===== src/rtl/zle_pkg.sv =====
// zle_pkg
// Shared definitions for the zero run-length encoder slice:
//   zle_state_t      encoder FSM states (S_ZERO idle/literal, S_RUN counting zeros)
//   TOK_RUN/TOK_LIT  value of the flag bit (MSB) of an output token
//   tok_width()      output token width for a given data width
package zle_pkg;

  typedef enum logic {
    S_ZERO = 1'b0,
    S_RUN  = 1'b1
  } zle_state_t;

  localparam logic TOK_RUN = 1'b1;
  localparam logic TOK_LIT = 1'b0;

  // Tokens carry one flag bit above the data/run-length field.
  function automatic int tok_width(input int w);
    return w + 1;
  endfunction

endpackage


===== src/rtl/zle_fifo.sv =====
// zle_fifo
// Registered FIFO (no fall-through) carrying a data word plus an EOS flag.
// A word pushed in one cycle is visible at the output on the next cycle.
// Ports:
//   clock, reset        rising-edge clock, asynchronous active-high reset
//   i_d, i_e, i_v       write side: data, EOS flag, valid
//   i_b                 write-side backpressure, high when full
//   o_d, o_e, o_v       read side: head data, head EOS flag, not-empty
//   o_b                 read-side backpressure, high = do not pop
module zle_fifo #(
  parameter int W_DATA = 2,
  parameter int DEPTH  = 2
) (
  input  logic              clock,
  input  logic              reset,
  input  logic [W_DATA-1:0] i_d,
  input  logic              i_e,
  input  logic              i_v,
  output logic              i_b,
  output logic [W_DATA-1:0] o_d,
  output logic              o_e,
  output logic              o_v,
  input  logic              o_b
);

  localparam int PW = (DEPTH > 1) ? $clog2(DEPTH) : 1;
  localparam int CW = $clog2(DEPTH + 1);

  logic [W_DATA-1:0] mem_d [DEPTH];
  logic              mem_e [DEPTH];
  logic [PW-1:0]     rd_ptr;
  logic [PW-1:0]     wr_ptr;
  logic [CW-1:0]     count;
  logic              push;
  logic              pop;
  logic              full;

  assign full  = (count == CW'(DEPTH));
  assign o_v   = (count != '0);
  assign i_b   = full;
  assign o_d   = mem_d[rd_ptr];
  assign o_e   = mem_e[rd_ptr];
  // Fullness is judged on the registered count, so a pop in the same
  // cycle never makes room for a push into a full FIFO.
  assign push  = i_v && !full;
  assign pop   = o_v && !o_b;

  // Storage is cleared on reset so the read side shows zeros while empty.
  always_ff @(posedge clock or posedge reset) begin
    if (reset) begin
      for (int k = 0; k < DEPTH; k++) begin
        mem_d[k] <= '0;
        mem_e[k] <= 1'b0;
      end
      rd_ptr <= '0;
      wr_ptr <= '0;
      count  <= '0;
    end else begin
      if (push) begin
        mem_d[wr_ptr] <= i_d;
        mem_e[wr_ptr] <= i_e;
        wr_ptr <= (wr_ptr == PW'(DEPTH - 1)) ? '0 : wr_ptr + 1'b1;
      end
      if (pop) begin
        rd_ptr <= (rd_ptr == PW'(DEPTH - 1)) ? '0 : rd_ptr + 1'b1;
      end
      if (push && !pop) begin
        count <= count + 1'b1;
      end else if (pop && !push) begin
        count <= count - 1'b1;
      end
    end
  end

endmodule


===== src/rtl/zle_stream.sv =====
// zle_stream
// Zero run-length encoder between an input FIFO and an output FIFO.
// Nonzero data become literal tokens {0,value}; runs of zeros become run
// tokens {1,length-1}; EOS is forwarded as o_e=1 with o_d=0 after any
// pending run is flushed. Runs are flushed early when they reach 2^W.
// Ports:
//   clock, reset        rising-edge clock, asynchronous active-high reset
//   i_d, i_e, i_v, i_b  producer side: data, EOS, valid, backpressure(out)
//   o_d, o_e, o_v, o_b  consumer side: token, EOS, valid, backpressure(in)
//   stat_lits/stat_runs saturating token counters, present only when the
//                       ZLE_STATS_EN macro is defined; cleared by EOS push
module zle_stream
  import zle_pkg::*;
#(
  parameter int W         = 2,
  parameter int IN_DEPTH  = 2,
  parameter int OUT_DEPTH = 2,
  parameter int STAT_W    = 16
) (
  input  logic         clock,
  input  logic         reset,
  input  logic [W-1:0] i_d,
  input  logic         i_e,
  input  logic         i_v,
  output logic         i_b,
  output logic [W:0]   o_d,
  output logic         o_e,
  output logic         o_v,
  input  logic         o_b
`ifdef ZLE_STATS_EN
  ,
  output logic [STAT_W-1:0] stat_lits,
  output logic [STAT_W-1:0] stat_runs
`endif
);

  localparam int TW = tok_width(W);
  // Last count value before a run would reach 2^W zeros.
  localparam logic [W-1:0] CNT_LAST = ~W'(1);

  if (IN_DEPTH < 2 || OUT_DEPTH < 2 || STAT_W < 1) begin : g_bad_params
    $error("zle_stream: IN_DEPTH/OUT_DEPTH must be >= 2 and STAT_W >= 1");
  end

  zle_state_t    state;
  zle_state_t    nxt_state;
  logic [W-1:0]  cnt_m1;
  logic [W-1:0]  nxt_cnt;

  logic [W-1:0]  h_d;
  logic          h_e;
  logic          h_v;
  logic          in_pop;
  logic [TW-1:0] push_d;
  logic          push_e;
  logic          push_v;
  logic          out_full;
  logic          fire;

  zle_fifo #(.W_DATA(W), .DEPTH(IN_DEPTH)) u_in_fifo (
    .clock (clock),
    .reset (reset),
    .i_d   (i_d),
    .i_e   (i_e),
    .i_v   (i_v),
    .i_b   (i_b),
    .o_d   (h_d),
    .o_e   (h_e),
    .o_v   (h_v),
    .o_b   (!in_pop)
  );

  zle_fifo #(.W_DATA(TW), .DEPTH(OUT_DEPTH)) u_out_fifo (
    .clock (clock),
    .reset (reset),
    .i_d   (push_d),
    .i_e   (push_e),
    .i_v   (push_v),
    .i_b   (out_full),
    .o_d   (o_d),
    .o_e   (o_e),
    .o_v   (o_v),
    .o_b   (o_b)
  );

  // The encoder only advances when a head token exists and the output
  // FIFO can take a token, so every push here is guaranteed to land.
  assign fire = h_v && !out_full;

  always_comb begin
    in_pop    = 1'b0;
    push_v    = 1'b0;
    push_e    = 1'b0;
    push_d    = '0;
    nxt_state = state;
    nxt_cnt   = cnt_m1;
    if (fire) begin
      case (state)
        S_ZERO: begin
          in_pop = 1'b1;
          if (h_e) begin
            push_v = 1'b1;
            push_e = 1'b1;
          end else if (h_d == '0) begin
            nxt_state = S_RUN;
            nxt_cnt   = '0;
          end else begin
            push_v = 1'b1;
            push_d = {TOK_LIT, h_d};
          end
        end
        S_RUN: begin
          if (!h_e && h_d == '0) begin
            in_pop = 1'b1;
            if (cnt_m1 == CNT_LAST) begin
              push_v    = 1'b1;
              push_d    = {TOK_RUN, {W{1'b1}}};
              nxt_state = S_ZERO;
            end else begin
              nxt_cnt = cnt_m1 + 1'b1;
            end
          end else begin
            // Terminator stays at the head; it is encoded on the next fire.
            push_v    = 1'b1;
            push_d    = {TOK_RUN, cnt_m1};
            nxt_state = S_ZERO;
          end
        end
        default: nxt_state = S_ZERO;
      endcase
    end
  end

  always_ff @(posedge clock or posedge reset) begin
    if (reset) begin
      state  <= S_ZERO;
      cnt_m1 <= '0;
    end else begin
      state  <= nxt_state;
      cnt_m1 <= nxt_cnt;
    end
  end

`ifdef ZLE_STATS_EN
  // Token counters restart with each stream: an EOS push clears them.
  always_ff @(posedge clock or posedge reset) begin
    if (reset) begin
      stat_lits <= '0;
      stat_runs <= '0;
    end else if (push_v) begin
      if (push_e) begin
        stat_lits <= '0;
        stat_runs <= '0;
      end else if (push_d[W] == TOK_RUN) begin
        if (stat_runs != '1) stat_runs <= stat_runs + 1'b1;
      end else begin
        if (stat_lits != '1) stat_lits <= stat_lits + 1'b1;
      end
    end
  end
`endif

endmodule

===== config.mk =====
export PLATFORM = sky130hd
export DESIGN_NAME = zle_stream
export DESIGN_NICKNAME = d
export VERILOG_FILES = /design/src/rtl/zle_pkg.sv /design/src/rtl/zle_fifo.sv /design/src/rtl/zle_stream.sv
export SDC_FILE = /design/constraint.sdc
export NUM_CORES = 1
export LEC_CHECK = 0
export BUFFER_PORTS_ARGS = -buffer_cell sky130_fd_sc_hd__buf_2
export CAP_MARGIN = 15
export CORE_MARGIN = 4
export CORE_UTILIZATION = 55
export CTS_BUF_LIST = sky130_fd_sc_hd__clkbuf_4 sky130_fd_sc_hd__clkbuf_8 sky130_fd_sc_hd__clkbuf_16
export CTS_CLUSTER_DIAMETER = 80
export DETAILED_ROUTE_END_ITERATION = 10
export PLACE_DENSITY = 0.83
export SYNTH_ARGS = -nofsm -noshare
export SYNTH_HDL_FRONTEND = slang
export SYNTH_SLANG_ARGS = --single-unit

===== constraint.sdc =====
create_clock -name clock -period 4.2 [get_ports clock]
set_input_delay 0 -clock clock [delete_from_list [all_inputs] [get_ports clock]]
set_output_delay 0 -clock clock [all_outputs]
set_load 0.01 [all_outputs]

==> results.py <==
metrics = {
    "synthesis": {
        "syn_nets": 118,
        "syn_avg_cell_area_um2": 11.9,
        "synth_flop_cell": "dfrtp_1",
        "synth_cell_types": 33,
        "ys_seq_area_frac": 0.489,
        "synth-seq-cells": 25,
        "async_reset_ff_frac": 1.00,
        "synth_edf_count": 0,
        "syn_inst": 108,
        "synth_warnings": 0,
        "syn_area_um2": 1280,
    },
    "routing": {
        "first_pass_iters": 5,
        "post_drt_wl_per_cell_um": 14.3,
        "vias": 853,
        "wirelength_mm": 2.21,
        "via_per_inst": 5.54,
        "postRouteAntennaNets": 0,
        "drt-initial-drc-count": 9,
        "drc_errors": 0,
    },
    "clock_tree": {
        "cts_resized": 0,
        "clk_path_buf_depth": 2,
        "cts_buffers": 3,
        "clk_pin_slew_worst_paths_ps": 130,
        "clk_latency_ps": 310,
        "cts_tree": "done",
        "clock-sinks": 25,
        "cts_max_level": 1,
        "clockRootBuffer": "clkbuf_4",
    },
    "timing": {
        "max_freq_mhz": 480,
        "hold_viol": 0,
        "slew_headroom": 0.374,
        "worst_pin_slew_ps": 938,
        "drv_slew": 0,
        "fin_setup_tns_ps": 0,
        "rsz0062_at_grt": "no",
        "setup_viol": 0,
        "skew_ps": 10.5,
        "fin_crit_sh": 0.496,
        "period_minus_slack_ps": 2080,
    },
    "global_routing": {
        "grt_max_degree": 26,
        "grt_overflow": 0,
        "grt_pass1_wl_mm": 3.88,
        "antenna_found_initial": 0,
        "grt_usage": 0.156,
        "grt_pass1_vias": 867,
    },
    "finish": {
        "n_antenna_cell": 0,
        "drive_gt1_frac": 0.294,
        "num-nets-final": 137,
        "fin_util": 0.652,
        "synthToLayoutAreaGrowth_pct": 12.7,
    },
    "worst_setup_path": {
        "cp.arrival_ps": 2330,
        "cp_common_cell": "xor2_1",
        "cp.buffers_inverters": 0,
        "cp-end-kind": "register",
        "reg2reg_depth": 7,
        "cp_top_family": "simple AND/OR/NAND/NOR gates",
        "critPathMaxFanout": 8,
        "r2r-end": "u_in_fifo.count[1]",
        "path_cells": "or4_4, o31a_2, a21o_1, ha_1, xor2_1, nor2_1, xor2_1",
        "crit_type": "register to register",
        "cp_slowest_cell": "or4_4",
        "slowest_delay_ps": 540,
        "reg2reg_slack_ps": 2120,
        "start_kind": "register",
        "r2r_start": "u_in_fifo.rd_ptr",
        "cp.required_ps": 4450,
    },
    "placement": {
        "gp_congestion": 0.828,
        "io_buffers": 12,
        "hpwl_mm": 1.68,
    },
    "floorplanning": {
        "start_util": 0.579,
        "dieWidth_um": 56.2,
        "ios": 13,
        "std_cell_rows": 17,
        "die_h_um": 56.2,
        "die_area_um2": 3160,
        "core_um2": 2210,
    },
    "power_and_ir_drop": {
        "vdd_drop_max_mv": 0.537,
        "p_leak_uw": 0.000639,
        "power.density_nw_per_um2": 860,
    },
    "flow_run": {
        "maxCapViolCount": 0,
    },
    "run_status": {
        "status": "completed",
    },
    "min_path": {
        "hp-class": "primary input to async pin",
    },
}
==> repair_timing <==
| item | 4_1_cts | 5_1_grt |
|---|---|---|
| endpoints found under the hold margin | 33 | 0 |
| buffers inserted | 0 | 0 |
| hold buffers | 6 | 0 |
==> worst register-to-register path, stage by stage (launching register included) <==
cell and delay (ps):
dfrtp_1 490, or4_4 540, o31a_2 170, a21o_1 220, ha_1 220, xor2_1 150, nor2_1 110, xor2_1 140
==> logic make-up after synthesis <==
group	Yosys count	share of synthesized area
AND/OR/NAND/NOR	20	0.0850
XOR/XNOR	10	0.0684
flip-flops	25	0.489
multiplexers	13	0.119
AO/OA/AOI/OAI	26	0.171
buffers and inverters	11	0.0381
adder cells (fa/ha/maj)	3	0.0293
==> metal layers <==
| metal | GRT usage | share of wire |
|---|---|---|
| met5 | 0 | 0 |
| met2 | 0.264 | 0.53 |
| met3 | 0.0232 | 0.035 |
| met4 | 0.0508 | 0.0077 |
| met1 | 0.203 | 0.43 |
==> worst max path at each step <==
stage | startpoint | endpoint | slack [ps] | cells after the start
after floorplan | u_in_fifo.rd_ptr | u_in_fifo.count[1] | 2210 | 7
after global placement | u_in_fifo.rd_ptr | u_in_fifo.count[1] | 2200 | 7
after detailed placement | u_in_fifo.rd_ptr | u_in_fifo.count[1] | 2120 | 7
after CTS | u_in_fifo.rd_ptr | u_in_fifo.count[1] | 2090 | 7
after global routing | u_in_fifo.count[0] | u_out_fifo.count[1] | 1890 | 6
final | u_in_fifo.rd_ptr | u_in_fifo.count[1] | 2120 | 7
==> cell usage in the layout (no fill, tap or decap), types with 3 or more instances in the layout <==
cell           instances
o21ai_0                5
buf_2                 12
dlygate4sd3_1          6
inv_1                  7
xnor2_1                6
clkbuf_4               4
mux2_2                10
dfrtp_1               25
o31ai_1                4
ha_1                   3
nor2_1                 4
nand2_1                6
nand2b_1               4
xor2_1                 4
==> state kept, by name, summed over array words and instances, names as in the netlist <==
| name | flops |
|---|---|
| cnt_m1 | 2 |
| u_out_fifo.mem_e | 2 |
| u_in_fifo.rd_ptr | 1 |
| u_in_fifo.mem_e | 2 |
| u_in_fifo.mem_d | 4 |
| u_in_fifo.wr_ptr | 1 |
| u_out_fifo.count | 2 |
| u_in_fifo.count | 2 |
| u_out_fifo.rd_ptr | 1 |
| state | 1 |
| u_out_fifo.mem_d | 6 |
| u_out_fifo.wr_ptr | 1 |
==> metrics by stage <==
step | setup slack (ps) | hold WS, ps | instance area [um2] | std cells | total power, uW
2_1_floorplan | 2210 | 27.3 | 1280 | 108 | 1010
3_3_place_gp | 2200 | 228 | 1350 | 144 | 1100
3_5_place_dp | 2120 | 252 | 1350 | 144 | 1140
4_1_cts | 2090 | 454 | 1440 | 154 | 1250
5_1_grt | 1890 | 483 | 1440 | 154 | 1360
6_report | 2120 | 423 | 1440 | 154 | 1240
==> Yosys cell counts, types with 2 or more instances <==
library cell / number / area [um2]
nor2_1: 4 / 15.0
o211ai_1: 2 / 15.0
o21ai_0: 5 / 25.0
o32a_1: 2 / 20.0
nor3b_1: 2 / 15.0
a31oi_1: 2 / 12.5
inv_1: 7 / 26.3
ha_1: 3 / 37.5
dfrtp_1: 25 / 626
xor2_1: 4 / 35.0
clkbuf_1: 3 / 11.3
o22a_2: 2 / 20.0
o31ai_1: 4 / 30.0
nand2b_1: 4 / 25.0
mux2_4: 2 / 30.0
nand2_1: 6 / 22.5
xnor2_1: 6 / 52.6
mux2_2: 10 / 113
==> area by class of cell <==
| class | instances | area [um2] |
|---|---|---|
| timing repair buffer | 18 | 120 |
| multi-input combinational | 72 | 606 |
| fill | 186 | 769 |
| sequential | 25 | 626 |
| inverter | 7 | 26.3 |
| tap | 28 | 35.0 |
| clock buffer | 4 | 30.0 |
==> report_power, final <==
group | total, uW | switching, uW | internal (uW)
Sequential | 500 | 133 | 367
Clock | 109 | 65.9 | 43.5
Combinational | 631 | 296 | 336
Power figures use the tool's default switching activity.
